===== src/rtl/ex1_stage.sv =====
// ex1_stage: execute-1 with forwarding, ALU, branch resolve and optional iterative multiplier (EX1_MUL_EN)
module ex1_stage #(
  parameter int DW = 16,
  parameter int RW = 4,
  parameter int MUL_CYCLES = 16
) (
  input  logic          clk,
  input  logic          rst,
  input  logic [DW-1:0] ex_pc,
  input  logic [DW-1:0] ex_rs1_data,
  input  logic [DW-1:0] ex_rs2_data,
  input  logic [DW-1:0] ex_imm,
  input  logic [RW-1:0] ex_rs1,
  input  logic [RW-1:0] ex_rs2,
  input  logic [RW-1:0] ex_rd,
  input  logic [3:0]    ex_alu_op,
  input  logic          ex_reg_write,
  input  logic          ex_alu_src,
  input  logic          ex_mem_read,
  input  logic          ex_mem_write,
  input  logic          ex_mem_to_reg,
  input  logic          ex_branch,
  input  logic          ex_branch_ne,
  input  logic [RW-1:0] fw_mem_rd,
  input  logic          fw_mem_reg_write,
  input  logic [DW-1:0] fw_mem_data,
  input  logic [RW-1:0] fw_wb_rd,
  input  logic          fw_wb_reg_write,
  input  logic [DW-1:0] fw_wb_data,
  output logic          stall,
  output logic          branch_taken,
  output logic [DW-1:0] branch_target,
  output logic [DW-1:0] ex2_result,
  output logic [DW-1:0] ex2_store_data,
  output logic [RW-1:0] ex2_rd,
  output logic          ex2_reg_write,
  output logic          ex2_mem_read,
  output logic          ex2_mem_write,
  output logic          ex2_mem_to_reg
);
  localparam logic [3:0] OP_MUL = 4'd9;
  logic [DW-1:0] w_op_a, w_fwd_b, w_op_b, w_alu, w_mul_res;
  logic [RW-1:0] w_mul_rd;
  logic [3:0]    w_mul_ctl;
  logic          w_done, w_br_en;
  // operand forwarding, EX2 result wins over writeback, r0 is hard zero
  always_comb begin
    w_op_a  = ex_rs1 == '0 ? '0 :
              (fw_mem_reg_write && fw_mem_rd == ex_rs1) ? fw_mem_data :
              (fw_wb_reg_write && fw_wb_rd == ex_rs1) ? fw_wb_data : ex_rs1_data;
    w_fwd_b = ex_rs2 == '0 ? '0 :
              (fw_mem_reg_write && fw_mem_rd == ex_rs2) ? fw_mem_data :
              (fw_wb_reg_write && fw_wb_rd == ex_rs2) ? fw_wb_data : ex_rs2_data;
    w_op_b  = ex_alu_src ? ex_imm : w_fwd_b;
  end
  // single-cycle ALU; MUL and reserved codes yield 0 here
  always_comb begin
    w_alu = '0;
    case (ex_alu_op)
      4'd0:    w_alu = w_op_a + w_op_b;
      4'd1:    w_alu = w_op_a - w_op_b;
      4'd2:    w_alu = w_op_a & w_op_b;
      4'd3:    w_alu = w_op_a | w_op_b;
      4'd4:    w_alu = w_op_a ^ w_op_b;
      4'd5:    w_alu = w_op_a << w_op_b[3:0];
      4'd6:    w_alu = w_op_a >> w_op_b[3:0];
      4'd7:    w_alu = $unsigned($signed(w_op_a) >>> w_op_b[3:0]);
      4'd8:    w_alu = {{(DW-1){1'b0}}, $signed(w_op_a) < $signed(w_op_b)};
      default: w_alu = '0;
    endcase
  end
  assign branch_target = ex_pc + ex_imm;
  assign branch_taken  = w_br_en && ((ex_branch && w_op_a == w_fwd_b) || (ex_branch_ne && w_op_a != w_fwd_b));
`ifdef EX1_MUL_EN
  typedef enum logic [1:0] {S_IDLE, S_BUSY, S_DONE} state_t;
  localparam int CW = $clog2(MUL_CYCLES);
  state_t        r_state, w_state_nxt;
  logic [CW-1:0] r_cnt;
  logic [DW-1:0] r_acc, r_mcand, r_mplier;
  logic [RW-1:0] r_m_rd;
  logic [3:0]    r_m_ctl;
  logic          w_start;
  assign w_start   = ex_alu_op == OP_MUL;
  assign w_mul_res = r_acc;
  assign w_mul_rd  = r_m_rd;
  assign w_mul_ctl = r_m_ctl;
  // multiplier state register
  always_ff @(posedge clk or posedge rst)
    if (rst) r_state <= S_IDLE;
    else     r_state <= w_state_nxt;
  // next state: one entry cycle, MUL_CYCLES busy cycles, one result cycle
  always_comb
    w_state_nxt = r_state == S_IDLE ? (w_start ? S_BUSY : S_IDLE) :
                  r_state == S_BUSY ? (r_cnt == '0 ? S_DONE : S_BUSY) : S_IDLE;
  // stall front of pipe while multiplying; branches are ignored outside IDLE
  always_comb begin
    stall   = r_state == S_BUSY || (r_state == S_IDLE && w_start);
    w_done  = r_state == S_DONE;
    w_br_en = r_state == S_IDLE;
  end
  // shift-add datapath; operands and destination frozen at entry
  always_ff @(posedge clk or posedge rst)
    if (rst) begin
      r_cnt    <= '0;
      r_acc    <= '0;
      r_mcand  <= '0;
      r_mplier <= '0;
      r_m_rd   <= '0;
      r_m_ctl  <= '0;
    end else if (r_state == S_IDLE && w_start) begin
      r_cnt    <= CW'(MUL_CYCLES - 1);
      r_acc    <= '0;
      r_mcand  <= w_op_a;
      r_mplier <= w_op_b;
      r_m_rd   <= ex_rd;
      r_m_ctl  <= {ex_reg_write, ex_mem_read, ex_mem_write, ex_mem_to_reg};
    end else if (r_state == S_BUSY) begin
      r_acc    <= r_mplier[0] ? r_acc + r_mcand : r_acc;
      r_mcand  <= r_mcand << 1;
      r_mplier <= r_mplier >> 1;
      r_cnt    <= r_cnt - 1'b1;
    end
`else
  assign stall     = 1'b0;
  assign w_done    = 1'b0;
  assign w_br_en   = 1'b1;
  assign w_mul_res = '0;
  assign w_mul_rd  = '0;
  assign w_mul_ctl = '0;
`endif
  // EX1/EX2 boundary: multiply result, bubble while stalled, else ALU result
  always_ff @(posedge clk or posedge rst)
    if (rst) begin
      ex2_result     <= '0;
      ex2_store_data <= '0;
      ex2_rd         <= '0;
      {ex2_reg_write, ex2_mem_read, ex2_mem_write, ex2_mem_to_reg} <= '0;
    end else if (w_done) begin
      ex2_result     <= w_mul_res;
      ex2_store_data <= '0;
      ex2_rd         <= w_mul_rd;
      {ex2_reg_write, ex2_mem_read, ex2_mem_write, ex2_mem_to_reg} <= w_mul_ctl;
    end else if (stall) begin
      ex2_result     <= '0;
      ex2_store_data <= '0;
      ex2_rd         <= '0;
      {ex2_reg_write, ex2_mem_read, ex2_mem_write, ex2_mem_to_reg} <= '0;
    end else begin
      ex2_result     <= w_alu;
      ex2_store_data <= w_fwd_b;
      ex2_rd         <= ex_rd;
      {ex2_reg_write, ex2_mem_read, ex2_mem_write, ex2_mem_to_reg} <= {ex_reg_write, ex_mem_read, ex_mem_write, ex_mem_to_reg};
    end
endmodule


===== config.mk =====
export PLATFORM = sky130hd
export DESIGN_NAME = ex1_stage
export DESIGN_NICKNAME = d
export VERILOG_FILES = /design/src/rtl/ex1_stage.sv
export SDC_FILE = /design/constraint.sdc
export NUM_CORES = 1
export LEC_CHECK = 0
export CORE_ASPECT_RATIO = 1.5
export CORE_MARGIN = 1
export CORE_UTILIZATION = 35
export CTS_BUF_LIST = sky130_fd_sc_hd__clkbuf_16
export CTS_CLUSTER_DIAMETER = 120
export CTS_CLUSTER_SIZE = 30
export DETAILED_ROUTE_END_ITERATION = 12
export PLACE_DENSITY_LB_ADDON = 0.2
export RECOVER_POWER = 25
export SLEW_MARGIN = 5
export SYNTH_ARGS = -nofsm -noshare
export SYNTH_HDL_FRONTEND = slang
export SYNTH_SLANG_ARGS = --single-unit

===== constraint.sdc =====
create_clock -name clk -period 4.9 [get_ports clk]
set_input_delay 0.98 -clock clk [delete_from_list [all_inputs] [get_ports clk]]
set_output_delay 0.98 -clock clk [all_outputs]
set_load 0.01 [all_outputs]

Yosys cells after proc, flatten, opt, wreduce, memory -nomap -nowiden. Index checks and enable logic that the tools add are counted.

Register bits after elaboration: 40. Input bits: 131.

Multiplexer cells: 8. Shifts and indexed selects: 3. $lt $le $gt $ge: 1. $add $sub $neg: 3. Reductions and logical operators: 10. Bitwise gates (word level): 3. Equality and inequality tests: 14.

Operator list (number): 16-bit one-hot mux with 9 select lines (1); 16-bit 2-to-1 mux (7); 16-bit adder (2); 16-bit bitwise AND (1); 16-bit equality test (1); 4-bit by 3-bit equality test with 1-bit output, second input constant (4); 4-bit equality test (4); 16-bit < comparator (1); 16-bit != test (1); 16-bit OR (1); 16-bit by 4-bit << shifter with 16-bit output (1); 16-bit by 4-bit right shift with 16-bit output (1); 16-bit by 4-bit >>> shifter with 16-bit output (1); 16-bit subtractor (1); 16-bit XOR (1); 4-bit logical NOT (3); 4-bit by 2-bit equality test with 1-bit output, second input constant (2); 1-bit logical AND (6); 4-bit by 1-bit equality test with 1-bit output, second input constant (1); 4-bit equality test, second input constant (1); 1-bit logical OR (1).

Logic depth before layout (Yosys ltp).
Word-level depth: 8. Depth in mapped cells: 20. Mapped depth without buffers: 18.

Least setup slack after synthesis. No wires, ideal clock.

Path type: input -> register. From: input ex_rs2[0]. To: register ex2_result[15]. Stages: 16. Path buffers: 2. Data arrival time: 4.727 ns. Setup time: 0.126 ns. Path slack: 0.047 ns. Data required time: 4.774 ns. Cell sequence: or4_4 > o31ai_1 > a311oi_1 > nor2_1 > clkbuf_1 > buf_2 > ha_1 > nor2b_1 > o21a_1 > o21ai_0 > a21oi_1 > a221oi_1 > o31a_1 > nor2_1 > a221o_1 > a221o_1.

Word-level cells in the longest chain between the ends: 8. Elaborated cells on any way between the ends: 18. Classes of those cells: 2 x add/sub; 2 x eq/ne; 3 x shift; 5 x mux; 3 x bitwise; 3 x reduce/logical.

Ends and longest elaborated chain: start, declared (line 14) `input logic [RW-1:0] ex_rs2,`; 4-bit equality test (line 53) `(fw_wb_reg_write && fw_wb_rd == ex_rs2) ? fw_wb_data : ex_rs2_data;`; 1-bit logical AND (line 53); 16-bit 2-to-1 mux (line 53); 16-bit 2-to-1 mux (line 52) `(fw_mem_reg_write && fw_mem_rd == ex_rs2) ? fw_mem_data :`; 16-bit 2-to-1 mux * (line 51) `w_fwd_b = ex_rs2 == '0 ? '0 :`; 16-bit 2-to-1 mux * (line 54) `w_op_b = ex_alu_src ? ex_imm : w_fwd_b;`; 16-bit subtractor (tied with other cells) (line 61) `4'd1: w_alu = w_op_a - w_op_b;`; 16-bit one-hot mux with 9 select lines * (line 59) `case (ex_alu_op)`; named net w_alu[15] (line 42) `logic [DW-1:0] w_op_a, w_fwd_b, w_op_b, w_alu, w_mul_res;`; end signal, assigned (line 139) `ex2_result <= w_mul_res;`; end signal, assigned (line 149) `ex2_result <= w_alu;`; end, declared (line 33) `output logic [DW-1:0] ex2_result,`.

The timed path passes the listed nets; every way through them passes the cells marked *.

Final worst setup path.
From: input fw_mem_rd[3]. To: output branch_taken.

Word-level cells in the longest chain between the ends: 7. Elaborated cells on any way between the ends: 13. Classes of those cells: 4 x eq/ne; 4 x mux; 5 x reduce/logical.

Ends and longest elaborated chain: start, declared (line 24) `input logic [RW-1:0] fw_mem_rd,`; 4-bit equality test * (line 52); 1-bit logical AND * (line 52); 16-bit 2-to-1 mux * (line 52); 16-bit 2-to-1 mux * (line 51); named net w_fwd_b[2] (line 42); 16-bit equality test or 16-bit != test (tied branches) (line 73) `assign branch_taken = w_br_en && ((ex_branch && w_op_a == w_fwd_b) || (ex_branch_ne && w_op_a != w_fwd_b));`; 1-bit logical AND (line 73); 1-bit logical OR * (line 73); end, declared (line 31) `output logic branch_taken,`.

Marked as above.

==> run_results.csv <==
group,metric,value,unit
run_status,outcome,"finished with violations",
run_status,violations,"max-capacitance violations, max-slew violations, negative setup slack",
clock_tree,cts_tree,"done",
power_and_ir_drop,fin_total_pwr,2.55,mW
finish,insertedDiodeCount,0,
clock_tree,holdBufCountCts,0,
grt,gr-usage-all-layers,0.340,
routing,drt_iter0_markers,634,
floorplan,rows,64,
floorplan,fp.dieW,119,um
logic_synthesis,synth-seq-cells,40,
setup_path,crit_path_start_kind,"input port",
logic_synthesis,synthMuxAreaShare,0.0383,
grt,grt_pass1_vias,9803,
logic_synthesis,synth_top_family_by_area,"compound AO/OA/AOI/OAI gates",
clock_tree,htreeDepth,2,
grt,grt_pass1_wl,54.8,mm
run,drv_cap,1,
logic_synthesis,synth_edf_count,0,
finish,final_cell_mix,"buf_4, clkdlybuf4s50_1, nand2_1",
grt,gr-total-overflow,0,
logic_synthesis,yosys_warnings,0,
finish,drive_above_1_share,0.296,
clock_tree,clk_pin_slew,60,ps
timing,slew-limit-headroom,-0.147,
routing,avgViaCountPerCell,6.08,
finish,final_common_cell,"buf_4",
timing,worst_pin_slew,1720,ps
routing,wl,37.5,mm
setup_path,cp_max_fo,6,
placement,hpwl,29.2,mm
logic_synthesis,netlist.area_leader.share,0.139,
setup_path,end_kind,"output port",
placement,dpl_cell_area,11000,um^2
logic_synthesis,synthAdderAreaFrac,0.119,
routing,wl_met2,19.0,mm
logic_synthesis,synthCells,992,
finish,area_growth,69.0,%
setup_path,path_class,"in2out",
floorplan,die_area,21200,um^2
min_path,min_path_type,"in2reg",
timing,fin_ws,-39.4,ps
power_and_ir_drop,peakVddDrop,0.138,mV
logic_synthesis,ys_types,90,
routing,drc,0,
finish,fin_nets,1595,
logic_synthesis,synth.area.top_cells,"dfrtp_1, ha_1, nand2_1, a21oi_1, xnor2_1",
placement,numPortBuffers,187,
timing,max_freq,0.202,GHz
min_path,min_path_cells,1,
routing,wl_met3,2.46,mm
finish,fin_util,0.600,
routing,drt_pass1_iterations,5,
routing,routed.top_layer,"met4",
routing,antenna_left,0,
timing,rsz0062_at_grt,"yes",
clock_tree,clk_path_buf_depth,2,
setup_path,cp_slowest_cell,"clkdlybuf4s50_1",
power_and_ir_drop,power.density,209,nW/um^2
setup_path,critPathBufInv,4,
timing,fin_crit,4940,ps
floorplan,coreArea,20300,um^2
routing,wl_met1,13.2,mm
logic_synthesis,syn-num-nets,1190,
grt,grt_max_degree,41,
logic_synthesis,synth-main-ff-cell,"dfrtp_1",
finish,reg_top3,"ex2_result x16, ex2_store_data x16, ex2_rd x4",
floorplan,dieHeight,178,um
logic_synthesis,synthSimpleGateAreaFrac,0.230,
logic_synthesis,synth_xor_area_frac,0.0520,
timing,hold_viol,0,
floorplan,start_util,0.355,
logic_synthesis,postSynth.asyncResetShare,1.00,
logic_synthesis,synth_compound_area_frac,0.353,
setup_path,cp_cell_sequence,"clkdlybuf4s50_1 > xnor2_1 > nand3_1 > or2_4 > buf_4 > a31oi_1 > xnor2_1 > nand4_1 > nor4_2 > buf_4 > mux2_1 > buf_2",
logic_synthesis,synth.largest_area_cell,"dfrtp_1",
setup_path,cp.required,3920,ps
min_path,min_from,"ex_mem_write",
setup_path,crit_family,"buffers and inverters",
grt,antenna_found_initial,0,
routing,vias,10100,
setup_path,cpPeakStageDelay,490,ps
logic_synthesis,synth_area,7220,um^2
floorplan,io_pins,189,
timing,drv_slew,41,
placement,routabilityCongestion,1.00,
logic_synthesis,seq_area_frac_synth,0.139,
routing,drt-wirelength-per-cell,22.5,um
logic_synthesis,avgSynthCellArea,7.28,um^2
clock_tree,clockRootBuffer,"clkbuf_16",
min_path,hold-path-endpoint,"ex2_mem_write",
clock_tree,cts_buffers,5,
finish,design_area,12200,um^2
setup_path,crit_arrival,3960,ps
clock_tree,cts.sinks,40,
power_and_ir_drop,p_leak,5.31,nW
timing,fin_crit_sh,1.01,
timing,setup_viol,1,
[kinds of logic after synthesis]
logic type | Yosys count
XOR/XNOR | 42
flip-flops | 40
buffers and inverters | 119
AO/OA/AOI/OAI | 355
other | 1
adder cells (fa/ha/maj) | 67
multiplexers | 27
AND/OR/NAND/NOR | 341
[Yosys cell counts (24+ instances only)]
master / instances
clkbuf_1: 36
inv_1: 58
dfrtp_1: 40
a21oi_1: 69
mux2i_1: 24
nor3_1: 37
o21ai_0: 62
nand3_1: 36
xnor2_1: 37
ha_1: 64
nor2_1: 69
nand2_1: 98
[routing by layer]
metal,global-route usage,up-vias
met5,0,-
met4,0.249,0
met1,0.364,4800
met2,0.608,588
li1,-,4570
met3,0.0437,146
[worst max path at each step]
stage / startpoint / slack (ps) / cells past startpoint / end
CTS: ex_rs1[0] / -60 / 16 / branch_taken
finish: fw_mem_rd[3] / -40 / 12 / branch_taken
floorplan: ex_rs2[0] / 50 / 16 / ex2_result[15]
global placement: fw_wb_rd[1] / -500 / 14 / branch_taken
global route: fw_mem_rd[3] / -130 / 20 / ex2_result[15]
detailed placement: fw_wb_rd[1] / -570 / 19 / ex2_result[14]
[repair_timing]
item | 4_1_cts | 5_1_grt
setup buffers | 7 | 21
resized for setup | 67 | 111
gates cloned | 2 | 0
endpoints found under the setup margin | 14 | 18
pin swaps | 17 | 50
hold endpoints to repair | 0 | 0
[power by group]
group	internal, mW	leakage, nW	switching (mW)	total, mW
Clock	0.189	0.0716	0.164	0.353
Combinational	0.855	4.75	0.950	1.81
Sequential	0.375	0.483	0.0135	0.389
[through the flow]
stage	hold slack, ps	instances	setup TNS [ps]	setup slack, ps
after floorplan	1010	992	0	46.7
after global placement	1430	1624	-5490	-503
after detailed placement	1430	1624	-6060	-566
after CTS	1110	1641	-90.1	-63.7
after global routing	1230	1662	-1010	-133
final	1230	1662	-39.4	-39.4
[cell type report]
class / count / area (um^2)
repair buffers: 455 / 4010
clock buffers: 5 / 125
fillers: 1848 / 8140
well taps: 264 / 330
inverters: 62 / 234
flip-flops and latches: 40 / 1000
multi-input cells: 833 / 6480
clock inverters: 3 / 17.5
Power figures use the tool's default switching activity.
